==> config.mk <==
export PLATFORM = sky130hd
export DESIGN_NAME = cla_add_pipe_flat
export DESIGN_NICKNAME = d
export VERILOG_FILES = /design/src/rtl/cla_add_pipe_pkg.sv /design/src/rtl/cla_add_pipe_if.sv /design/src/rtl/cla_add_pipe_cla_grp4.sv /design/src/rtl/cla_add_pipe.sv /design/src/flat_wrapper.sv
export SDC_FILE = /design/constraint.sdc
export NUM_CORES = 1
export LEC_CHECK = 0
export CORE_MARGIN = 4
export CORE_UTILIZATION = 40
export DETAILED_ROUTE_END_ITERATION = 8
export PLACE_DENSITY_LB_ADDON = 0.15
export SETUP_SLACK_MARGIN = 0.2
export SLEW_MARGIN = 20
export SYNTH_ARGS = -nofsm -noshare
export SYNTH_HDL_FRONTEND = slang
export SYNTH_HIERARCHICAL = 1
export SYNTH_SLANG_ARGS = --single-unit
==> constraint.sdc <==
create_clock -name clk -period 1.9 [get_ports clk]
set_clock_uncertainty 0.2 [all_clocks]
set_input_delay 0.57 -clock clk [delete_from_list [all_inputs] [get_ports clk]]
set_output_delay 0.57 -clock clk [all_outputs]
set_load 0.02 [all_outputs]
==> src/rtl/cla_add_pipe_pkg.sv <==
// -----------------------------------------------------------------------------
// cla_add_pipe_pkg
//   Shared arithmetic definitions for the lookahead adder and subtractor
//   datapaths.
//   - GRP_W   : lookahead group width in bits (fixed at 4).
//   - ngrp()  : number of lookahead groups for a given operand width.
//   - add_ovf : two's-complement overflow rule for a + b.
// -----------------------------------------------------------------------------
package cla_add_pipe_pkg;

    localparam int GRP_W = 4;

    // Number of GRP_W-bit lookahead groups covering a WIDTH-bit operand.
    function automatic int ngrp(input int width);
        return width / GRP_W;
    endfunction

    // Signed overflow: both operands share a sign and the result's sign differs.
    function automatic logic add_ovf(input logic a_msb, input logic b_msb, input logic s_msb);
        return (a_msb == b_msb) && (s_msb != a_msb);
    endfunction

endpackage

==> src/rtl/cla_add_pipe_if.sv <==
// -----------------------------------------------------------------------------
// cla_add_pipe_if
//   Operand and result handshake bundle for cla_add_pipe.
//   Operand side : in_valid, in_ready, a, b, cin
//   Result side  : out_valid, out_ready, sum, cout, ovf
//   Modports:
//   - master : the producer of operands / consumer of results.
//   - slave  : the adder itself.
//
//   Handshake: a beat transfers on a rising clk edge where valid and ready are
//   both 1. A producer holds valid and its data until the transfer; the adder's
//   result fields hold stable while out_valid=1 and out_ready=0. in_ready never
//   depends on in_valid.
// -----------------------------------------------------------------------------
interface cla_add_pipe_if #(
    parameter int WIDTH = 16
) ();
    logic             in_valid;
    logic             in_ready;
    logic [WIDTH-1:0] a;
    logic [WIDTH-1:0] b;
    logic             cin;
    logic             out_valid;
    logic             out_ready;
    logic [WIDTH-1:0] sum;
    logic             cout;
    logic             ovf;

    modport master (
        output in_valid, a, b, cin, out_ready,
        input  in_ready, out_valid, sum, cout, ovf
    );

    modport slave (
        input  in_valid, a, b, cin, out_ready,
        output in_ready, out_valid, sum, cout, ovf
    );
endinterface

==> src/rtl/cla_add_pipe_cla_grp4.sv <==
// -----------------------------------------------------------------------------
// cla_grp4
//   Combinational 4-bit carry-lookahead group.
//   Inputs : p[3:0], g[3:0] per-bit propagate/generate, cin group carry-in.
//   Outputs: p_grp (group propagate), g_grp (group generate),
//            c[3:1] carries into bits 1..3 of the group.
// -----------------------------------------------------------------------------
module cla_grp4 (
    input  logic [3:0] p,
    input  logic [3:0] g,
    input  logic       cin,
    output logic       p_grp,
    output logic       g_grp,
    output logic [3:1] c
);

    assign p_grp = &p;
    assign g_grp = g[3]
                 | (p[3] & g[2])
                 | (p[3] & p[2] & g[1])
                 | (p[3] & p[2] & p[1] & g[0]);

    assign c[1] = g[0] | (p[0] & cin);
    assign c[2] = g[1] | (p[1] & g[0]) | (p[1] & p[0] & cin);
    assign c[3] = g[2] | (p[2] & g[1]) | (p[2] & p[1] & g[0]) | (p[2] & p[1] & p[0] & cin);

endmodule

==> src/rtl/cla_add_pipe.sv <==
// -----------------------------------------------------------------------------
// cla_add_pipe
//   Two-stage pipelined carry-lookahead adder: sum = a + b + cin mod 2^WIDTH,
//   with carry-out and signed overflow.
//   Ports:
//   - clk : rising-edge clock.
//   - rst : synchronous, active-high reset; drops all in-flight beats.
//   - bus : cla_add_pipe_if.slave (operand and result handshakes).
//   Stage 1 registers per-bit p/g, group P/G, half-sum, cin and operand MSBs.
//   Stage 2 resolves group and intra-group carries and registers the result.
// -----------------------------------------------------------------------------
module cla_add_pipe
    import cla_add_pipe_pkg::*;
#(
    parameter int WIDTH = 16,
    parameter int GRP   = 4
) (
    input  logic               clk,
    input  logic               rst,
    cla_add_pipe_if.slave      bus
);

    localparam int NGRP = ngrp(WIDTH);

    if (GRP != GRP_W || (WIDTH % GRP_W) != 0 || WIDTH < 4 || WIDTH > 64) begin : g_bad_cfg
        $error("cla_add_pipe: WIDTH must be a multiple of 4 in 4..64 and GRP must be 4");
    end

    // ---------------- pipeline control ----------------
    logic s1_valid;
    logic out_valid_q;
    logic s2_adv;
    logic s1_adv;
    logic in_fire;

    // S2 can take a beat when empty or when its beat leaves this cycle;
    // S1 can then take a beat when empty or when it moves into S2.
    assign s2_adv  = ~out_valid_q | bus.out_ready;
    assign s1_adv  = ~s1_valid | s2_adv;
    assign in_fire = bus.in_valid & s1_adv;

    assign bus.in_ready  = s1_adv;
    assign bus.out_valid = out_valid_q;

    // ---------------- stage 1 combinational ----------------
    logic [WIDTH-1:0]  p_in;
    logic [WIDTH-1:0]  g_in;
    logic [NGRP-1:0]   grp_p_in;
    logic [NGRP-1:0]   grp_g_in;
    logic [NGRP*3-1:0] unused_s1_c;

    assign p_in = bus.a | bus.b;
    assign g_in = bus.a & bus.b;

    for (genvar k = 0; k < NGRP; k++) begin : g_s1_grp
        // Only the group terms are used here; carries are resolved in S2.
        cla_grp4 u_grp (
            .p     (p_in[k*4 +: 4]),
            .g     (g_in[k*4 +: 4]),
            .cin   (1'b0),
            .p_grp (grp_p_in[k]),
            .g_grp (grp_g_in[k]),
            .c     (unused_s1_c[k*3 +: 3])
        );
    end

    // ---------------- stage 1 registers ----------------
    logic [WIDTH-1:0] s1_p;
    logic [WIDTH-1:0] s1_g;
    logic [WIDTH-1:0] s1_hs;
    logic [NGRP-1:0]  s1_gp;
    logic [NGRP-1:0]  s1_gg;
    logic             s1_cin;
    logic             s1_a_msb;
    logic             s1_b_msb;

    always_ff @(posedge clk) begin
        if (rst) begin
            s1_valid <= 1'b0;
            s1_p     <= '0;
            s1_g     <= '0;
            s1_hs    <= '0;
            s1_gp    <= '0;
            s1_gg    <= '0;
            s1_cin   <= 1'b0;
            s1_a_msb <= 1'b0;
            s1_b_msb <= 1'b0;
        end else begin
            if (s1_adv) begin
                s1_valid <= in_fire;
            end
            if (in_fire) begin
                s1_p     <= p_in;
                s1_g     <= g_in;
                s1_hs    <= bus.a ^ bus.b;
                s1_gp    <= grp_p_in;
                s1_gg    <= grp_g_in;
                s1_cin   <= bus.cin;
                s1_a_msb <= bus.a[WIDTH-1];
                s1_b_msb <= bus.b[WIDTH-1];
            end
        end
    end

    // ---------------- stage 2 combinational ----------------
    logic [NGRP:0]     gc;
    logic [NGRP*3-1:0] cg;
    logic [NGRP-1:0]   unused_s2_p;
    logic [NGRP-1:0]   unused_s2_g;
    logic [WIDTH-1:0]  carry;
    logic [WIDTH-1:0]  sum_next;
    logic              cout_next;
    logic              ovf_next;

    // Group-level carry chain from the registered group P/G terms.
    always_comb begin
        gc    = '0;
        gc[0] = s1_cin;
        for (int k = 0; k < NGRP; k++) begin
            gc[k+1] = s1_gg[k] | (s1_gp[k] & gc[k]);
        end
    end

    for (genvar k = 0; k < NGRP; k++) begin : g_s2_grp
        cla_grp4 u_grp (
            .p     (s1_p[k*4 +: 4]),
            .g     (s1_g[k*4 +: 4]),
            .cin   (gc[k]),
            .p_grp (unused_s2_p[k]),
            .g_grp (unused_s2_g[k]),
            .c     (cg[k*3 +: 3])
        );
        // Bit 0 of each group takes the group carry; bits 1..3 the intra-group carries.
        assign carry[k*4 +: 4] = {cg[k*3 +: 3], gc[k]};
    end

    assign sum_next  = s1_hs ^ carry;
    assign cout_next = gc[NGRP];
    assign ovf_next  = add_ovf(s1_a_msb, s1_b_msb, sum_next[WIDTH-1]);

    // ---------------- stage 2 / output registers ----------------
    logic [WIDTH-1:0] sum_q;
    logic             cout_q;
    logic             ovf_q;

    always_ff @(posedge clk) begin
        if (rst) begin
            out_valid_q <= 1'b0;
            sum_q       <= '0;
            cout_q      <= 1'b0;
            ovf_q       <= 1'b0;
        end else if (s2_adv) begin
            // Loading only when a beat arrives keeps the last result in place
            // after it is popped with nothing behind it.
            out_valid_q <= s1_valid;
            if (s1_valid) begin
                sum_q  <= sum_next;
                cout_q <= cout_next;
                ovf_q  <= ovf_next;
            end
        end
    end

    assign bus.sum  = sum_q;
    assign bus.cout = cout_q;
    assign bus.ovf  = ovf_q;

endmodule

==> src/flat_wrapper.sv <==
// flat-port wrapper written by rule: the top's interface ports become plain ports
module cla_add_pipe_flat import cla_add_pipe_pkg::*;
#(
    parameter int WIDTH = 16,
    parameter int GRP   = 4
)
  (clk, rst, bus_in_valid, bus_a, bus_b, bus_cin, bus_out_ready, bus_in_ready, bus_out_valid, bus_sum, bus_cout, bus_ovf);
  cla_add_pipe_if #(.WIDTH(WIDTH)) bus_i ();
  input  logic clk;
  input  logic rst;
  input wire logic [$bits(bus_i.in_valid)-1:0] bus_in_valid;
  input wire logic [$bits(bus_i.a)-1:0] bus_a;
  input wire logic [$bits(bus_i.b)-1:0] bus_b;
  input wire logic [$bits(bus_i.cin)-1:0] bus_cin;
  input wire logic [$bits(bus_i.out_ready)-1:0] bus_out_ready;
  output wire logic [$bits(bus_i.in_ready)-1:0] bus_in_ready;
  output wire logic [$bits(bus_i.out_valid)-1:0] bus_out_valid;
  output wire logic [$bits(bus_i.sum)-1:0] bus_sum;
  output wire logic [$bits(bus_i.cout)-1:0] bus_cout;
  output wire logic [$bits(bus_i.ovf)-1:0] bus_ovf;
  assign bus_i.in_valid = bus_in_valid;
  assign bus_i.a = bus_a;
  assign bus_i.b = bus_b;
  assign bus_i.cin = bus_cin;
  assign bus_i.out_ready = bus_out_ready;
  assign bus_in_ready = bus_i.in_ready;
  assign bus_out_valid = bus_i.out_valid;
  assign bus_sum = bus_i.sum;
  assign bus_cout = bus_i.cout;
  assign bus_ovf = bus_i.ovf;
  cla_add_pipe #(.WIDTH(WIDTH), .GRP(GRP)) u_core (.clk(clk), .rst(rst), .bus(bus_i));
endmodule
Word level (Yosys, flattened, before mapping)
Cells that the tools add are included.
- reductions and logical operators: 6
- equality and inequality tests: 2
- bitwise operators: 109
- operators by type and width (cell ; number):
    $and A1 B1 Y1 ; 61
    $or A1 B1 Y1 ; 42
    $xor A16 B16 Y16 ; 2
    $and A16 B16 Y16 ; 1
    $or A16 B16 Y16 ; 1
    $reduce_and A4 Y1 ; 4
    $not A1 Y1 ; 2
    $reduce_and A2 Y1 ; 1
    $eq A1 B1 Y1 ; 1
    $logic_and A1 B1 Y1 ; 1
    $ne A1 B1 Y1 ; 1
- register bits: 77
- word-level logic and storage cells: 130
- input bits: 37
- output and inout bits: 20

Depth between registers and ports, before layout
- depth in word-level cells: 11
- gate-level depth with buffers: 7

By module
Netlist, hierarchy kept.
- by module, submodules not included (module ; sequential area each (um^2) ; times used ; cells each ; area an instance (um^2)):
    cla_add_pipe ; 1581.5 ; 1 ; 424 ; 3548.4
    cla_grp4 ; 0.0 ; 8 ; 10 ; 57.6

Worst setup path before layout
OpenSTA, ideal clock, no wires.
- path kind: flip-flop to flip-flop
- start: register u_core.s1_gp[0]
- end: register u_core.ovf_q, in the netlist u_core/bus.ovf
- data arrival time: 1.741 ns
- cell stages (with the launch flop): 8
- buffers on the path: 0
- setup slack: -0.132 ns
- period minus slack after synthesis: 2.032 ns
- cell sequence: dfxtp_1 -> a211oi_2 -> o21bai_1 -> a21o_1 -> a31o_1 -> xnor2_1 -> or3_1 -> a311oi_1
- word-level cells in the longest chain between the ends: 11
- RTL lines (what ; line ; source):
    start, declared ; cla_add_pipe.sv:71 ; logic [NGRP-1:0] s1_gp;
    start signal, assigned ; cla_add_pipe.sv:96 ; s1_gp <= grp_p_in;
    $and A1 B1 Y1 ; cla_add_pipe.sv:120 ; gc[k+1] = s1_gg[k] | (s1_gp[k] & gc[k]);
    $or A1 B1 Y1 ; cla_add_pipe.sv:120 ;
    $and A1 B1 Y1 ; cla_add_pipe.sv:120 ;
    $or A1 B1 Y1 ; cla_add_pipe.sv:120 ;
    $and A1 B1 Y1 ; cla_add_pipe.sv:120 ;
    $or A1 B1 Y1 ; cla_add_pipe.sv:120 ;
    via u_core.carry[12] ; cla_add_pipe.sv:110 ; logic [WIDTH-1:0] carry;
    $and A1 B1 Y1 ; cla_add_pipe_cla_grp4.sv:25 ; assign c[3] = g[2] | (p[2] & g[1]) | (p[2] & p[1] & g[0]) | (p[2] & p[1] & p[0] & cin);
    $or A1 B1 Y1 ; cla_add_pipe_cla_grp4.sv:25 ;
    via u_core.carry[15] ; cla_add_pipe.sv:110 ;
    $xor A16 B16 Y16 ; cla_add_pipe.sv:137 ; assign sum_next = s1_hs ^ carry;
    $ne A1 B1 Y1 ; cla_add_pipe_pkg.sv:20 ; return (a_msb == b_msb) && (s_msb != a_msb);
    $logic_and A1 B1 Y1 ; cla_add_pipe_pkg.sv:20 ;
    end signal, assigned ; cla_add_pipe.sv:159 ; ovf_q <= ovf_next;
    end, declared ; cla_add_pipe.sv:144 ; logic ovf_q;
The timed path passes the listed nets, and every way through them passes these cells.
A chain may end at the register's enable or synchronous reset.

Final worst setup path
- start: register u_core.s1_cin
- end: register u_core.ovf_q, in the netlist u_core/bus.ovf
- word-level cells in the longest chain between the ends: 11
- RTL lines (what ; line ; source):
    start, declared ; cla_add_pipe.sv:73 ; logic s1_cin;
    start signal, assigned ; cla_add_pipe.sv:98 ; s1_cin <= bus.cin;
    $and A1 B1 Y1 ; cla_add_pipe.sv:120 ;
    $or A1 B1 Y1 ; cla_add_pipe.sv:120 ;
    $and A1 B1 Y1 ; cla_add_pipe.sv:120 ;
    $or A1 B1 Y1 ; cla_add_pipe.sv:120 ;
    $and A1 B1 Y1 ; cla_add_pipe.sv:120 ;
    $or A1 B1 Y1 ; cla_add_pipe.sv:120 ;
    via u_core.carry[12] ; cla_add_pipe.sv:110 ;
    $and A1 B1 Y1 ; cla_add_pipe_cla_grp4.sv:25 ;
    $or A1 B1 Y1 ; cla_add_pipe_cla_grp4.sv:25 ;
    via u_core.carry[15] ; cla_add_pipe.sv:110 ;
    $xor A16 B16 Y16 ; cla_add_pipe.sv:137 ;
    $ne A1 B1 Y1 ; cla_add_pipe_pkg.sv:20 ;
    $logic_and A1 B1 Y1 ; cla_add_pipe_pkg.sv:20 ;
The timed path passes the listed nets, and every way through them passes these cells.

==> flow_metrics.tcl <==
set metrics [dict create \
    timing.max_cap.violations 0 \
    clock_sinks 71 \
    grt_pass1_wl_um 13700 \
    postCtsHoldBufs 0 \
    cts_root_buffer_type "sky130_fd_sc_hd__clkbuf_8" \
    place_hpwl_um 5320 \
    die_width_um 102 \
    drt-initial-drc-count 72 \
    crit_type "flop to flop" \
    preCtsSetupSlack_ns -0.637 \
    finalNetCount 606 \
    cell_type_of_the_slowest_stage_on_the_worst_timing_path "sky130_fd_sc_hd__dfxtp_2" \
    grt_overflow_total 0 \
    cts-buffers-inserted 9 \
    cp_cell_sequence "a211oi_4 > o21bai_1 > a21o_1 > a31o_1 > xnor2_2 > or3_1 > a311oi_1" \
    worst-path-buf-inv 0 \
    port_buffers 56 \
    worstPathArrival_ns 2.13 \
    synth_area_per_cell_um2 8.08 \
    setup-violations-final 4 \
    netlist_instances 435 \
    dieArea_mm2 0.0104 \
    grt_max_degree 40 \
    finish.instance_area_mm2 0.00533 \
    post-route-util_pct 63.6 \
    dr_total_vias 3191 \
    synthesis_warning_total 6 \
    drcViolationCount 0 \
    grtUsageTotal_pct 16.6 \
    viasPerCell 4.93 \
    timing.final.crit_period_ns 2.07 \
    post_drt_wl_per_cell_um 13.3 \
    unrepaired_setup_endpoints_after_global_routing "true" \
    place_area_mm2 0.00451 \
    areaGrowthSynthToFinish_pct 51.7 \
    netlist_area_mm2 0.00351 \
    core-area_mm2 0.00838 \
    dpl.cell_count 612 \
    tritoncts "built" \
    crit_fanout 2 \
    worst_skew_pair.late_latency_ns 0.34 \
    antenna-diode-count 0 \
    synth_nets 504 \
    critical_path.top_delay_family "compound AO/OA/AOI/OAI gates" \
    clk_path_buf_depth 2 \
    crit_required_ns 1.96 \
    rows 33 \
    place_congestion 0.761 \
    critical_path.endpoint_type "flop" \
    max-vdd-ir-drop_mv 0.379 \
    die_height_um 102 \
    antenna_found_initial 0 \
    clock_tree.htree_level_count 3 \
    worstMarginPinSlew_ns 0.440 \
    instances_no_fill 647 \
    final_max_slew_viol_count 0 \
    start_util_pct 41.9 \
    timing.fmax_ghz 0.483 \
    result_of_the_run "complete, but fails checks" \
    hold_crit_class "flop to flop" \
    pwr_density_cell_mw_per_mm2 742 \
    final.setup.worst_slack_ns -0.172 \
    leakage_nw 2.57 \
    relSlewSlack_pct 70.7 \
    hold_viol_final 0 \
    violated_checks "negative setup slack" \
    critical_path.max_stage_delay_ns 0.34 \
    nFillCells 729 \
    number_of_global_route_vias_before_repair 3073 \
    worst_setup_path_start_kind "flop" \
    postRouteWirelength_um 8620 \
    drt_first_pass_iters 4 \
    route.antenna.remaining_nets 0 \
    worst_setup_hold_path_clk_slew_ns 0.08 \
    min_period_over_period_pct 109 \
    floorplan.io_pins 57 \
    post_route_cells_drive_above_1_share_pct 35.8 \
]
==> report_power, final <==
group	internal [W]	leakage [nW]	total, W	switching [W]
combinational	0.000426	1.86	0.000826	0.000400
sequential	0.00159	0.587	0.00166	0.0000733
clock	0.000903	0.122	0.00147	0.000567
total	0.00292	2.57	0.00396	0.00104
==> state kept, by name, summed over array words and instances (netlist names), 4 cells and up <==
name	count
u_core/s1_p	12
u_core/s1_g	12
u_core/s1_gg	4
u_core/bus.sum	16
u_core/s1_hs	16
u_core/s1_gp	4
==> final timing paths <==
path	from	end	depth (start not counted)	slack (ns)
setup / recovery	u_core/s1_cin	u_core/bus.ovf	7	-0.17
hold / removal	u_core/s1_g[4]	u_core/s1_g[4]	2	0.26
setup reg to reg	u_core/s1_cin	u_core/bus.ovf	7	-0.17
hold reg to reg	u_core/s1_g[4]	u_core/s1_g[4]	2	0.26
==> timing repair <==
action,4_1_cts,5_1_grt
gates cloned,4,3
endpoints found under the setup margin,87,55
setup buffers,9,3
pin swaps,25,24
gates resized for setup,112,94
==> routing by layer <==
metal  GRT usage, %  wire [µm]
met5              0          0
met2           27.9       4190
met3           4.20        387
met1           21.0       3930
met4           5.21        112
==> area by class of cell <==
cell class                      count  area [µm²]  share of cell area, %
Clock inverter                      6         108                   2.02
Tap cell                          105         131                   2.46
Timing Repair Buffer              116        1200                   22.5
Multi-Input combinational cell    288        2140                   40.1
Clock buffer                       10         138                   2.58
Inverter                           51         191                   3.59
Sequential cell                    71        1430                   26.8
==> placed cells by master, fill, tap and decap left out, types with 3 or more instances in the layout <==
cell / count
sky130_fd_sc_hd__ha_2: 7
sky130_fd_sc_hd__a21o_1: 12
sky130_fd_sc_hd__nand3_1: 3
sky130_fd_sc_hd__xnor2_2: 3
sky130_fd_sc_hd__bufinv_16: 3
sky130_fd_sc_hd__nand2_1: 66
sky130_fd_sc_hd__dfxtp_1: 66
sky130_fd_sc_hd__xnor2_1: 10
sky130_fd_sc_hd__nand2_4: 9
sky130_fd_sc_hd__a31o_1: 4
sky130_fd_sc_hd__nand2_2: 15
sky130_fd_sc_hd__clkdlybuf4s50_1: 17
sky130_fd_sc_hd__buf_6: 9
sky130_fd_sc_hd__o21ai_2: 3
sky130_fd_sc_hd__inv_2: 5
sky130_fd_sc_hd__nor2_4: 9
sky130_fd_sc_hd__a211oi_2: 17
sky130_fd_sc_hd__buf_2: 20
sky130_fd_sc_hd__nor2_1: 20
sky130_fd_sc_hd__buf_4: 39
sky130_fd_sc_hd__nand3b_1: 3
sky130_fd_sc_hd__ha_1: 25
sky130_fd_sc_hd__clkbuf_16: 3
sky130_fd_sc_hd__a21oi_1: 36
sky130_fd_sc_hd__dfxtp_2: 5
sky130_fd_sc_hd__buf_16: 4
sky130_fd_sc_hd__a21oi_2: 14
sky130_fd_sc_hd__dlymetal6s2s_1: 16
sky130_fd_sc_hd__buf_12: 7
sky130_fd_sc_hd__a211oi_1: 9
sky130_fd_sc_hd__clkbuf_8: 10
sky130_fd_sc_hd__inv_1: 46
sky130_fd_sc_hd__nor2_2: 4
==> worst reg2reg max path, delay by kind of cell, from the launching register on <==
family | cells | cell delay (ns)
compound gates | 5 | 1.00
xor+xnor | 1 | 0.14
flops | 1 | 0.34
simple gates | 1 | 0.31
==> metrics by stage <==
stage	power, W	hold slack [ns]	setup TNS (ns)
final	0.00396	0.255	-0.446
after global routing	0.00416	0.280	-0.963
after CTS	0.00389	0.258	-0.361
after detailed placement	0.00235	0.244	-16.02
after global placement	0.00234	0.242	-14.81
after floorplan	0.00207	0.233	-0.0643
Note: power is estimated with default switching activity, not from simulation.
